**src/rtl/neuron_mac_accumulator_if.sv**
```systemverilog
// Handshake bundle between a neuron MAC stage and its producer/consumer.
// The master drives start, bias, input beats and z_ready; the slave is the MAC block.
interface neuron_mac_accumulator_if #(
   parameter int unsigned DATA_W = 8
);
   logic                     start;
   logic signed [DATA_W-1:0] bias;
   logic                     x_valid;
   logic                     x_ready;
   logic signed [DATA_W-1:0] x_data;
   logic signed [DATA_W-1:0] w_data;
   logic                     z_valid;
   logic                     z_ready;
   logic signed [DATA_W-1:0] z_value;
   logic                     overflow;
   logic                     busy;

   modport master (
      output start, bias, x_valid, x_data, w_data, z_ready,
      input  x_ready, z_valid, z_value, overflow, busy
   );

   modport slave (
      input  start, bias, x_valid, x_data, w_data, z_ready,
      output x_ready, z_valid, z_value, overflow, busy
   );
endinterface

```
**src/rtl/neuron_mac_accumulator.sv**
```systemverilog
// Serial multiply-accumulate pre-activation stage of one neuron: bias plus N x*w products,
// floored back to Q3.4 and saturated to a signed DATA_W z_value for the activation LUT.
module neuron_mac_accumulator #(
   parameter int unsigned N_INPUTS  = 2,
   parameter int unsigned DATA_W    = 8,
   parameter int unsigned FRAC_BITS = 4,
   parameter int unsigned ACC_W     = 20
) (
   input logic                       clk,
   input logic                       rst,
   neuron_mac_accumulator_if.slave   bus
);

   localparam int unsigned CntW = (N_INPUTS > 1) ? $clog2(N_INPUTS) : 1;
   localparam logic [CntW-1:0] LastCnt = CntW'(N_INPUTS - 1);
   localparam logic signed [ACC_W-1:0] ZMax = ACC_W'((2 ** (DATA_W - 1)) - 1);
   localparam logic signed [ACC_W-1:0] ZMin = ~ZMax;

   typedef enum logic [1:0] {StIdle, StAccum, StSat, StOut} state_e;

   state_e                   state_q, state_d;
   logic signed [ACC_W-1:0]  acc_q, acc_d;
   logic [CntW-1:0]          count_q, count_d;
   logic signed [DATA_W-1:0] z_q, z_d;
   logic                     ovf_q, ovf_d;

   logic signed [2*DATA_W-1:0] prod;
   logic signed [ACC_W-1:0]    prod_ext;
   logic signed [ACC_W-1:0]    bias_ext;
   logic signed [ACC_W-1:0]    t;

   assign prod     = bus.x_data * bus.w_data;
   assign prod_ext = ACC_W'(prod);
   assign bias_ext = ACC_W'(bus.bias);
   // Arithmetic shift floors toward -inf, so small negative sums become -1, not 0.
   assign t        = acc_q >>> FRAC_BITS;

   always_ff @(posedge clk or posedge rst) begin
      if (rst) begin
         state_q <= StIdle;
         acc_q   <= '0;
         count_q <= '0;
         z_q     <= '0;
         ovf_q   <= 1'b0;
      end else begin
         state_q <= state_d;
         acc_q   <= acc_d;
         count_q <= count_d;
         z_q     <= z_d;
         ovf_q   <= ovf_d;
      end
   end

   always_comb begin
      state_d = state_q;
      acc_d   = acc_q;
      count_d = count_q;
      z_d     = z_q;
      ovf_d   = ovf_q;
      unique case (state_q)
         StIdle: begin
            if (bus.start) begin
               acc_d   = bias_ext <<< FRAC_BITS;
               count_d = '0;
               state_d = StAccum;
            end
         end
         StAccum: begin
            if (bus.x_valid) begin
               acc_d   = acc_q + prod_ext;
               count_d = count_q + 1'b1;
               if (count_q == LastCnt) state_d = StSat;
            end
         end
         StSat: begin
            if (t > ZMax) begin
               z_d   = ZMax[DATA_W-1:0];
               ovf_d = 1'b1;
            end else if (t < ZMin) begin
               z_d   = ZMin[DATA_W-1:0];
               ovf_d = 1'b1;
            end else begin
               z_d   = t[DATA_W-1:0];
               ovf_d = 1'b0;
            end
            state_d = StOut;
         end
         StOut: begin
            if (bus.z_ready) state_d = StIdle;
         end
         default: state_d = StIdle;
      endcase
   end

   assign bus.x_ready  = (state_q == StAccum);
   assign bus.z_valid  = (state_q == StOut);
   assign bus.busy     = (state_q != StIdle);
   assign bus.z_value  = z_q;
   assign bus.overflow = ovf_q;

endmodule

```
**src/flat_wrapper.sv**
```systemverilog
// flat-port wrapper written by rule: the top's interface ports become plain ports
module neuron_mac_accumulator_flat 
#(
   parameter int unsigned N_INPUTS  = 2,
   parameter int unsigned DATA_W    = 8,
   parameter int unsigned FRAC_BITS = 4,
   parameter int unsigned ACC_W     = 20
)
  (clk, rst, bus_start, bus_bias, bus_x_valid, bus_x_data, bus_w_data, bus_z_ready, bus_x_ready, bus_z_valid, bus_z_value, bus_overflow, bus_busy);
  neuron_mac_accumulator_if #(.DATA_W(DATA_W)) bus_i ();
  input logic clk;
  input logic rst;
  input wire logic [$bits(bus_i.start)-1:0] bus_start;
  input wire logic [$bits(bus_i.bias)-1:0] bus_bias;
  input wire logic [$bits(bus_i.x_valid)-1:0] bus_x_valid;
  input wire logic [$bits(bus_i.x_data)-1:0] bus_x_data;
  input wire logic [$bits(bus_i.w_data)-1:0] bus_w_data;
  input wire logic [$bits(bus_i.z_ready)-1:0] bus_z_ready;
  output wire logic [$bits(bus_i.x_ready)-1:0] bus_x_ready;
  output wire logic [$bits(bus_i.z_valid)-1:0] bus_z_valid;
  output wire logic [$bits(bus_i.z_value)-1:0] bus_z_value;
  output wire logic [$bits(bus_i.overflow)-1:0] bus_overflow;
  output wire logic [$bits(bus_i.busy)-1:0] bus_busy;
  assign bus_i.start = bus_start;
  assign bus_i.bias = bus_bias;
  assign bus_i.x_valid = bus_x_valid;
  assign bus_i.x_data = bus_x_data;
  assign bus_i.w_data = bus_w_data;
  assign bus_i.z_ready = bus_z_ready;
  assign bus_x_ready = bus_i.x_ready;
  assign bus_z_valid = bus_i.z_valid;
  assign bus_z_value = bus_i.z_value;
  assign bus_overflow = bus_i.overflow;
  assign bus_busy = bus_i.busy;
  neuron_mac_accumulator #(.N_INPUTS(N_INPUTS), .DATA_W(DATA_W), .FRAC_BITS(FRAC_BITS), .ACC_W(ACC_W)) u_core (.clk(clk), .rst(rst), .bus(bus_i));
endmodule
```
**config.mk**
```make
export PLATFORM = sky130hd
export DESIGN_NAME = neuron_mac_accumulator_flat
export DESIGN_NICKNAME = d
export VERILOG_FILES = /design/src/rtl/neuron_mac_accumulator_if.sv /design/src/rtl/neuron_mac_accumulator.sv /design/src/flat_wrapper.sv
export SDC_FILE = /design/constraint.sdc
export NUM_CORES = 1
export LEC_CHECK = 0
export CAP_MARGIN = 20
export CELL_PAD_IN_SITES_DETAIL_PLACEMENT = 0
export CELL_PAD_IN_SITES_GLOBAL_PLACEMENT = 2
export CORE_ASPECT_RATIO = 1.75
export CORE_MARGIN = 5
export CORE_UTILIZATION = 42
export DETAILED_ROUTE_END_ITERATION = 8
export GPL_TIMING_DRIVEN = 0
export HOLD_SLACK_MARGIN = 0.05
export PLACE_DENSITY = 0.95
export SLEW_MARGIN = 0
export SYNTH_ARGS = -nofsm -noshare
export SYNTH_HDL_FRONTEND = slang
export SYNTH_SLANG_ARGS = --single-unit
```
**constraint.sdc**
```tcl
create_clock -name clk -period 13.35 [get_ports clk]
set_input_delay 2.67 -clock clk [delete_from_list [all_inputs] [get_ports clk]]
set_output_delay 2.67 -clock clk [all_outputs]
set_load 0.1 [all_outputs]
```
== Word level (Yosys, flattened, before mapping) ==
Index checks and enable logic that the tools add are counted.
Widths: inputs -> output; s select.

* Register bits after elaboration: 32
* Output and inout port bits: 12

* Add/subtract/negate cells: 2
* Multipliers: 1
* Order comparisons: 2
* Equality and inequality tests: 7
* Muxes and demuxes: 15
* Reductions and logical operators: 5

{| class="wikitable"
|+ Operators with widths
! cell !! number
|-
| $mux 20 || 2
|-
| $pmux 20 s2 || 1
|-
| $add 20x16->20 || 1
|-
| $gt 16x8->1 const B || 1
|-
| $lt 16x8->1 const B || 1
|-
| $mul 8x8->16 || 1
|-
| $mux 8 || 2
|-
| $mux 2 || 4
|-
| $pmux 2 s4 || 1
|-
| $ne 2x2->1 const B || 3
|-
| $eq 2x2->1 const B || 2
|-
| $mux 1 || 4
|-
| $reduce_and 4->1 || 1
|-
| $reduce_bool 2->1 || 2
|-
| $reduce_and 3->1 || 1
|-
| $eq 2x1->1 const B || 1
|-
| $logic_not 2->1 || 1
|-
| $ne 2x1->1 const B || 1
|-
| $pmux 1 s2 || 1
|-
| $add 1x1->1 const B || 1
|}

== Depth between registers and ports, before layout ==
* Depth after elaboration: 4
* Mapped depth: 18

== Worst setup path after synthesis ==
Ideal clock, no wire load.

* Path type: input port to flip-flop
* Start: input port bus_w_data[1]
* End: register u_core.acc_q[18]
* Setup time: 0.136 ns
* Arrival: 7.143 ns
* Required time: 13.214 ns
* Slack: 6.072 ns
* Cell stages on the path: 14
* Cell sequence: clkbuf_1 -> and2_1 -> fa_1 -> fa_1 -> fa_1 -> fa_1 -> ha_1 -> ha_1 -> o211ai_4 -> a21oi_4 -> a311oi_2 -> o41ai_2 -> xnor2_1 -> a21oi_1

* Longest elaborated chain between the ends: 4

{| class="wikitable"
|+ Ends and longest elaborated chain
! item !! line !! text
|-
| start, declared || flat_wrapper.sv:17 || <nowiki>input wire logic [$bits(bus_i.w_data)-1:0] bus_w_data;</nowiki>
|-
| $mul 8x8->16 || neuron_mac_accumulator.sv:32 || <nowiki>assign prod = bus.x_data * bus.w_data;</nowiki>
|-
| $add 20x16->20 || neuron_mac_accumulator.sv:70 || <nowiki>acc_d = acc_q + prod_ext;</nowiki>
|-
| $mux 20 || neuron_mac_accumulator.sv:69 || <nowiki>if (bus.x_valid) begin</nowiki>
|-
| $pmux 20 s2 || neuron_mac_accumulator.sv:60 || <nowiki>unique case (state_q)</nowiki>
|-
| end signal, assigned || neuron_mac_accumulator.sv:41 || <nowiki>acc_q <= '0;</nowiki>
|-
| end signal, assigned || neuron_mac_accumulator.sv:47 || <nowiki>acc_q <= acc_d;</nowiki>
|-
| end, declared || neuron_mac_accumulator.sv:22 || <nowiki>logic signed [ACC_W-1:0] acc_q, acc_d;</nowiki>
|}

No other way between the ends. The select of a mux whose other input is x is not followed.
A chain may end at the register's enable or synchronous reset.

== Final worst setup path ==
* Start: input port bus_w_data[0]
* End: register u_core.acc_q[18]

Same word-level chain as after synthesis.

==> impl_metrics.env <==
export IMPL_relSlewSlack=0.3374
export IMPL_async_flop_share=1.000
export IMPL_dieArea_sq_um=14510
export IMPL_insertion_delay_ns=0.27
export IMPL_final_common_cell="inv_1"
export IMPL_ioPinCount=41
export IMPL_path_delay_family="adder cells"
export IMPL_layout_nets=747
export IMPL_vias_per_cell=5.295
export IMPL_initial_core_util=0.4265
export IMPL_clock_path_buffers=2
export IMPL_detail_route_antenna_nets=0
export IMPL_layout_common_cells="inv_1, fa_1, ha_1"
export IMPL_slowest_delay_ns=0.68
export IMPL_cp_common_cell="fa_1"
export IMPL_worst_slack_ns=5.025
export IMPL_ys_warn_count=0
export IMPL_finalCritPeriodShare=0.6236
export IMPL_cts_tree="yes"
export IMPL_worstPathMaxFanout=13
export IMPL_finalSetupTns_ns=0
export IMPL_fill_cells=1145
export IMPL_synth_area_per_cell_sq_um=9.552
export IMPL_synth_ff_type="dfrtp_1"
export IMPL_area_delta_synth_final_pct=14.79
export IMPL_hold_buffers=0
export IMPL_antenna_found_initial=0
export IMPL_gp_congestion=0.8045
export IMPL_grt_max_degree=19
export IMPL_crit_type="input port to flop"
export IMPL_maxClockFrequency_mhz=120.1
export IMPL_io_buffers=39
export IMPL_synth_edff_count=0
export IMPL_postCtsSetupRepairBufs=0
export IMPL_rsz0062_at_grt="no"
export IMPL_cts_sinks=32
export IMPL_wl_per_cell_um=16.22
export IMPL_grt_pass1_vias=4286
export IMPL_synth_top_cell_by_area="fa_1"
export IMPL_cts_root_buf="clkbuf_16"
export IMPL_track_usage=0.1730
export IMPL_worstPathCellList="clkdlybuf4s50_1 -> and2_1 -> inv_1 -> fa_1 -> inv_1 -> fa_1 -> fa_1 -> fa_1 -> fa_1 -> ha_1 -> o21ai_0 -> o21ai_2 -> a311oi_2 -> o41ai_2 -> xnor2_1 -> a21oi_1"
export IMPL_synth_area_sq_um=5091
export IMPL_grt_overflow_total=0
export IMPL_drtIter0Drc=105
export IMPL_crit_required_ns=13.49
export IMPL_arrival_ns=8.46
export IMPL_max_slew_worst_pin_slew_ns=0.9907
export IMPL_die_width_um=93.23
export IMPL_final_hold_viol_count=0
export IMPL_min_path_type="flop to flop"
export IMPL_end_kind="flop"
export IMPL_antenna_cells=0
export IMPL_drt_total_wl_um=11650
export IMPL_dr_pass1_iters=7
export IMPL_synth_seq_area_share=0.1573
export IMPL_rows=53
export IMPL_skew_ns=0.004105
export IMPL_crit_slowest_cell="and2_1"
export IMPL_syn_instance_count=533
export IMPL_die_h_um=155.6
export IMPL_yosys_top_cells_area="fa_1, dfrtp_1, ha_1"
export IMPL_drive_above_1_share=0.03614
export IMPL_clk_pin_slew_worst_paths_ns=0.05
export IMPL_synth_top_area_frac=0.3460
export IMPL_netlist_cell_type_count=44
export IMPL_cts_buffers=5
export IMPL_dp_hpwl_um=10300
export IMPL_syn_nets=700
export IMPL_pre_cts_ws_ns=4.715
export IMPL_grt_pass1_wl_um=19960
export IMPL_yosys_register_bits=32
export IMPL_outcome="completed"
export IMPL_vias=3802
export IMPL_layout_min_cycle_time_ns=8.325
export IMPL_drc=0
export IMPL_postCtsResizedCells=0
export IMPL_setup_viol=0
export IMPL_h_tree_depth=2
export IMPL_core_area_sq_um=11940
export IMPL_startpoint_type="input port"
export IMPL_finalMaxSlewViolations=0
export IMPL_drv_cap=0
export IMPL_path_buf_inv=3
==> logic make-up (layout without fill, tap and decap cells) <==
logic type               count (synthesis)  in the layout  synth area share
adder cells (fa/ha/maj)                138            138            0.4689
AND/OR/NAND/NOR                        121            121            0.1192
XOR/XNOR                                16             16           0.02752
buffers and inverters                  123            171           0.09093
AO/OA/AOI/OAI                           98             98            0.1258
multiplexers                             5              5           0.01032
flip-flops                              32             32            0.1573
==> cell usage after synthesis, types with 3 or more instances <==
cell / instances
nor2_1: 16
o211ai_1: 9
inv_1: 112
a21o_1: 5
and2_1: 33
mux2i_1: 3
nor3b_1: 5
ha_1: 50
o21ai_0: 41
fa_1: 88
nand3_1: 3
nand2_1: 44
nand2b_1: 4
clkbuf_1: 9
o21bai_1: 3
a31oi_1: 4
a211oi_1: 6
dfrtp_1: 32
nand4_1: 3
xnor2_1: 11
nor4_1: 4
xor2_1: 5
a21oi_1: 16
==> sequential cells by signal, indices dropped and copies added, names as in the netlist <==
| register | count |
|---|---|
| u_core.count_q | 1 |
| u_core.state_q | 2 |
| u_core.acc_q | 20 |
| u_core.bus.z_value | 8 |
| u_core.bus.overflow | 1 |
==> area by class of cell <==
type	count	area, sq um	share of cell area
multi-input combinational	378	3827	0.6549
sequential	32	800.8	0.1370
inverter	113	424.2	0.07258
timing repair buffer	40	417.9	0.07151
tap	137	171.4	0.02933
clock buffer	6	128.9	0.02205
buffer	10	38.79	0.006637
clock inverter	2	35.03	0.005994
==> per-layer routing <==
metal	up-vias	wire, um	global-route usage
met5	-	0	0
met4	0	303	0.05031
met3	18	227	0.01689
met2	50	7274	0.3614
met1	1941	3842	0.1721
li1	1793	-	-
==> final timing paths <==
path,cells after the start,slack [ns],endpoint,start
max,16,5.03,u_core.acc_q[18],bus_w_data[0]
min reg2reg,1,0.52,u_core.bus.z_value[7],u_core.bus.z_value[7]
min in group asynchronous,2,2.82,u_core.bus.z_value[6],rst
min,1,0.52,u_core.bus.z_value[7],u_core.bus.z_value[7]
max in group asynchronous,3,10.00,u_core.acc_q[7],rst
max reg2reg,17,8.52,u_core.acc_q[18],u_core.acc_q[4]
==> through the flow <==
| step | instances | util | hold slack (ns) | cell area (sq um) |
|---|---|---|---|---|
| after global routing | 718 | 0.4896 | 0.5408 | 5844 |
| after CTS | 718 | 0.4896 | 0.5206 | 5844 |
| after floorplan | 533 | - | 0.4719 | 5091 |
| after detailed placement | 710 | 0.4759 | 0.5037 | 5680 |
| final | 718 | 0.4896 | 0.5188 | 5844 |
| after global placement | 709 | 0.4736 | 0.4902 | 5653 |
Power is not shown: default switching activity piles up to over one toggle a cycle in this logic, so the estimate is an artifact.
==> RTL change 1: new RTL, config.mk and constraints unchanged <==
`DATA_W` is set to 8 in 3 places; all go to 6.
--- a/src/rtl/neuron_mac_accumulator_if.sv
+++ b/src/rtl/neuron_mac_accumulator_if.sv
@@ -1,7 +1,7 @@
 // Handshake bundle between a neuron MAC stage and its producer/consumer.
 // The master drives start, bias, input beats and z_ready; the slave is the MAC block.
 interface neuron_mac_accumulator_if #(
-   parameter int unsigned DATA_W = 8
+   parameter int unsigned DATA_W = 6
 );
    logic                     start;
    logic signed [DATA_W-1:0] bias;
--- a/src/rtl/neuron_mac_accumulator.sv
+++ b/src/rtl/neuron_mac_accumulator.sv
@@ -2,7 +2,7 @@
 // floored back to Q3.4 and saturated to a signed DATA_W z_value for the activation LUT.
 module neuron_mac_accumulator #(
    parameter int unsigned N_INPUTS  = 2,
-   parameter int unsigned DATA_W    = 8,
+   parameter int unsigned DATA_W    = 6,
    parameter int unsigned FRAC_BITS = 4,
    parameter int unsigned ACC_W     = 20
 ) (
--- a/src/flat_wrapper.sv
+++ b/src/flat_wrapper.sv
@@ -2,7 +2,7 @@
 module neuron_mac_accumulator_flat 
 #(
    parameter int unsigned N_INPUTS  = 2,
-   parameter int unsigned DATA_W    = 8,
+   parameter int unsigned DATA_W    = 6,
    parameter int unsigned FRAC_BITS = 4,
    parameter int unsigned ACC_W     = 20
 )
Interface: changed (resized bus_bias, bus_w_data, bus_x_data and bus_z_value); port bits go from 41 to 33. No check against the original RTL was run, so the function may have changed too.
==> RTL change 1 against the unedited design <==
Area after synthesis is 16% lower. Fmax increased by 7.6%. Sequential cell count decreased by 2. Core utilization fell by 0.081 points. Cell area shrank 15%. First-iteration DRC count is 6.7% higher. Non-clock buffer count down 11. Wire length shrank 12%. Setup slack gained 0.59 ns. Global-route usage grew 0.077 points. Clock skew rose by 0.00067 ns. Critical endpoint unchanged.
Power is not shown: default switching activity piles up to over one toggle a cycle in this logic, so the estimate is an artifact.
==> RTL change 1: results (changes against the unedited design) <==
- Status: complete, no violations
- Synth async-reset ratio: 100% (unchanged)
- Sequential share of the synthesized area: 17.5% (+1.7 points)
- Sequential Area: 751 sq um (-6.3%)
- Final Wtd Congestion: 0.867 (+7.7%)
- Max Clock Skew: 0.00478 ns (+0.000672 ns)
- Post-Synth XOR/XNOR Area: 2.44% (-0.31 points)
- Diodes inserted: 0 (unchanged)
- Post-CTS sizing: 0 (unchanged)
- Yosys cell types: 55 (+25%)
- Max-cap violations: 0 (unchanged)
- Initial antenna violation count: 0 (unchanged)
- First-pass GRT wire length: 17100 um (-14%)
- Data buffer area share: 7.77% (-0.043 points)
- Fin nets: 650 (-13%)
- Post-place instance area: 0.00481 sq mm (-15%)
- Dpl hpwl: 8870 um (-14%)
- Max-slew violations: 0 (unchanged)
- Pin count of the biggest net entering global routing: 22 (+3)
- Most flops, register: u_core.acc_q
- Mux share of post-synthesis cell area: 0.960% (-0.072 points)
- Top post-synthesis cells by count: inv_1 (130), fa_1 (51), ha_1 (49), nand2_1 (33), dfrtp_1 (30)
- Non-CTS inverters: 131 (+16%)
- CP Max Fanout: 7 (-6)
- Multi-input gate area: 0.00302 sq mm (-21%)
- DR iter-0 viols: 112 (+6.7%)
- Plain + repair buffers: 39 (-22%)
- Area delta synth->final: 15.6%
- DRC Markers: 0 (unchanged)
- Leading cell kind: multi-input gates
- Multi-input gates: 320 (-15%)
- Share of cells above drive strength 1: 5.49% (+1.9 points)
- Avg WL per Cell: 15.6 um (-4.0%)
- Mapped Area: 0.00430 sq mm (-16%)
- Number of global-route vias before repair: 3595 (-16%)
- CP arrival: 7.89 ns (-0.57 ns)
- Synth top area cells: fa_1 (24%), dfrtp_1 (17%), ha_1 (14%), inv_1 (11%), o21ai_0 (3.3%)
- Setup bufs post-CTS: 0 (unchanged)
- Post-Syn Nets: 610 (-13%)
- CTS Buf Count: 5 (unchanged)
- H-tree depth: 2 (unchanged)
- Tot GR Track Use: 17.4% (+0.077 points)
- Synth Area in Adders: 38.0% (-8.9 points)
- #FFs+latches synth: 30 (-6.3%)
- 1st-pass router iterations: 4 (-3)
- Clock-cell share: 3.35% (+0.54 points)
- Port buffer count: 32 (-18%)
- Clock Latency Late Sink: 0.27 ns (about the same)
- CTS tree: yes
- Maximum clock path buffer count: 2 (unchanged)
- Worst-Margin Slew: 0.983 ns (-0.00747 ns)
- Hold Crit Class: flip-flop to flip-flop
- CTS root buf: clkbuf_16
- Fillers: 1026 (-10%)
- Clock buffer count: 6 (unchanged)
- Via density: 5.21 (-1.6%)
- Total negative setup slack: 0 ns (unchanged)
- Max reg flops: 20 (unchanged)
- Compound-Gate Fraction of Synth Area: 17.3% (+4.7 points)
[RTL change 1: worst max-delay path: stages]
cell,delay [ns]
clkdlybuf4s50_1,0.53
and2_1,0.26
fa_1,0.60
inv_1,0.17
fa_1,0.64
inv_1,0.27
fa_1,0.60
inv_1,0.05
fa_1,0.53
inv_1,0.05
ha_1,0.28
buf_4,0.16
a21o_2,0.24
a221o_1,0.32
a21oi_1,0.23
nand3_1,0.10
mux2i_1,0.12
nor2_1,0.06
[RTL change 1: final timing paths]
check                                     start                to  slack (ns)  cells after the start
worst max-delay path              bus_w_data[1]  u_core.acc_q[18]        5.62                     18
worst min-delay path            u_core.acc_q[2]   u_core.acc_q[2]        0.51                      1
worst max register to register  u_core.acc_q[5]  u_core.acc_q[16]        9.66                     14
worst min register to register  u_core.acc_q[2]   u_core.acc_q[2]        0.51                      1
max in group asynchronous                   rst  u_core.acc_q[10]       10.18                      3
min in group asynchronous                   rst   u_core.acc_q[0]        2.71                      2
[RTL change 1: metrics by stage]
| stage | worst slack (ns) | instances | hold slack, ns |
|---|---|---|---|
| after global placement | 5.38 | 646 | 0.493 |
| after detailed placement | 5.30 | 647 | 0.502 |
| after global routing | 5.34 | 655 | 0.534 |
| after floorplan | 6.34 | 487 | 0.455 |
| final | 5.62 | 655 | 0.510 |
| after CTS | 5.56 | 655 | 0.521 |
[RTL change 1: routing by layer]
metal / up-vias / share of wire (%) / track usage, %
met3: 13 / 1.9 / 1.61
met1: 1708 / 35 / 17.6
met2: 46 / 61 / 36.1
li1: 1645 / - / -
met4: 0 / 2.5 / 4.76
met5: - / 0 / 0
==> RTL change 2: new RTL, config.mk and constraints unchanged <==
Made on the original files. Re-encode `state_e` (4 states) as one-hot, 4 bits wide.
--- a/src/rtl/neuron_mac_accumulator.sv
+++ b/src/rtl/neuron_mac_accumulator.sv
@@ -16,7 +16,7 @@
    localparam logic signed [ACC_W-1:0] ZMax = ACC_W'((2 ** (DATA_W - 1)) - 1);
    localparam logic signed [ACC_W-1:0] ZMin = ~ZMax;
 
-   typedef enum logic [1:0] {StIdle, StAccum, StSat, StOut} state_e;
+   typedef enum logic [3:0] {StIdle = 4'b0001, StAccum = 4'b0010, StSat = 4'b0100, StOut = 4'b1000} state_e;
 
    state_e                   state_q, state_d;
    logic signed [ACC_W-1:0]  acc_q, acc_d;
Formal check against the unedited RTL: same outputs for any inputs over 10 cycles, from zero or initial values and one cycle with rst high; not proved beyond that.
==> RTL change 2 against the unedited design <==
Sequential cell count increased by 2. Highest routed layer unchanged. Area after synthesis increased by 0.42%. Wire length increased by 4.3%. Setup slack improved by 0.11 ns. Cell area increased by 0.98%. Clock skew increased by 0.0024 ns. Synthesized cell count increased by 2.8%.
Power is left out: the tool's default activity adds up to more than one toggle a clock period on the data nets, which glitch-free logic cannot reach.
==> RTL change 2: results (changes against the unedited design) <==
- Tot GR Track Use: 18.6% (+1.3 points)
- Avg WL per Cell: 16.0 um (-1.6%)
- M1 WL: 4190 um (+8.9%)
- Routed length on met2: 7520 um (+3.4%)
- Slowest library cell on the worst path: and2_1
- Dpl cells: 753 (+6.1%)
- CP arrival: 8.37 ns (-0.09 ns)
- Top post-synthesis cells by count: inv_1 (100), fa_1 (88), nand2_1 (64), ha_1 (46), and2_1 (36)
- Final hold violations: 0 (unchanged)
- Clock slew at reported path FFs: 0.05 ns (about the same)
- Hold Crit Class: flip-flop to flip-flop
- Max Clock Skew: 0.00650 ns (+0.00239 ns)
- Synth async-reset ratio: 100% (unchanged)
- Diodes inserted: 0 (unchanged)
- Via density: 5.05 (-4.7%)
- Worst min-delay path startpoint: u_core.acc_q[0]
- DRC Markers: 0 (unchanged)
- H-tree depth: 2 (unchanged)
- Relative slew slack: 34.9% (+1.1 points)
- DR iter-0 viols: 124 (+18%)
- Setup WS pre-CTS: 4.84 ns (+0.121 ns)
- Ys Warns: 0 (unchanged)
- CTS Buf Count: 5 (unchanged)
- Post-CTS sizing: 0 (unchanged)
- Terminus of the critical flop-to-flop path: u_core.acc_q[19]
- Share of cells above drive strength 1: 3.86% (+0.24 points)
- Number of global-route vias before repair: 4399 (+2.6%)
- Fillers: 1172 (+2.4%)
- Dpl hpwl: 10600 um (+2.6%)
- Hold endpoint: u_core.acc_q[0]
- Post-synth top flop: dfrtp_1
- Port buffer count: 39 (unchanged)
- Final Wtd Congestion: 0.922 (+15%)
- 1st-pass router iterations: 4 (-3)
- CP Max Fanout: 13 (unchanged)
- R2R setup slack: 8.55 ns (+0.03 ns)
- Max layer used: met4
- Critical Path Max Stage Delay: 0.66 ns (-0.02 ns)
- Yosys cell types: 47 (+6.8%)
- Post-place instance area: 0.00574 sq mm (+0.99%)
- First-pass GRT wire length: 21400 um (+7.1%)
- Pin count of the biggest net entering global routing: 23 (+4)
- Worst path top cell family by delay: adder cells
- Status: complete, no violations
- Metal3 WL: 212 um (-6.6%)
- FF-to-FF path depth: 16 (-1)
- Hold path depth: 2 (+1)
- Setup bufs post-CTS: 0 (unchanged)
- Non-filler cells, final: 761 (+6.0%)
- Post-Syn Nets: 711 (+1.6%)
- Hold_ws: 0.482 ns (-0.0368 ns)
- RR Startpoint: u_core.acc_q[6]
- Final period utilization: 61.5% (-0.84 points)
- Sequential share of the synthesized area: 16.7% (+0.94 points)
- Most flops, register: u_core.acc_q
- Synth top area cells: fa_1 (34%), dfrtp_1 (16%), ha_1 (11%), inv_1 (7.3%), nand2_1 (4.7%)
- Avg Cell Area, Syn: 9.33 sq um (-2.3%)
==> RTL change 2: changes by cell type in the layout (fill, tap and decap cells not counted), sizes merged, moves of 4 or more <==
cell and change:
buf +6, o211ai -8, nand3 +9, inv -12, nand2 +20, a211oi -5, ha -4, nor3 +7
xor2 -4, nor3b -5, o21ai -8
==> RTL change 2: metal layers <==
metal / vias up / GRT usage (%)
li1: 1838 / -
met1: 1945 / 19.4
met2: 42 / 38.4
met3: 16 / 1.74
met4: 0 / 4.33
met5: - / 0
==> RTL change 2: cell families after synthesis <==
| logic type | count (synthesis) | synth area share, % |
|---|---|---|
| xor+xnor | 15 | 2.72 |
| mux | 5 | 1.00 |
| simple gates | 160 | 15.5 |
| fa+ha+maj | 134 | 45.7 |
| flops | 34 | 16.7 |
| buf+inv | 116 | 8.71 |
| compound gates | 84 | 9.69 |
==> RTL change 2: worst max path at each step <==
stage / to / from / cells past startpoint
floorplan: u_core.acc_q[17] / bus_w_data[1] / 17
global placement: u_core.acc_q[19] / bus_w_data[0] / 16
detailed placement: u_core.acc_q[19] / bus_w_data[0] / 16
CTS: u_core.acc_q[19] / bus_w_data[0] / 16
global route: u_core.acc_q[19] / bus_w_data[0] / 16
finish: u_core.acc_q[19] / bus_w_data[0] / 16
==> RTL change 2: layout make-up <==
cell class / count / area, sq um / area share (%)
sequential: 34 / 852 / 14.4
tap: 165 / 206 / 3.50
multi-input combinational: 398 / 3810 / 64.6
clock inverter: 3 / 40.0 / 0.678
timing repair buffer: 40 / 418 / 7.08
clock buffer: 5 / 125 / 2.12
inverter: 102 / 383 / 6.49
buffer: 14 / 62.6 / 1.06
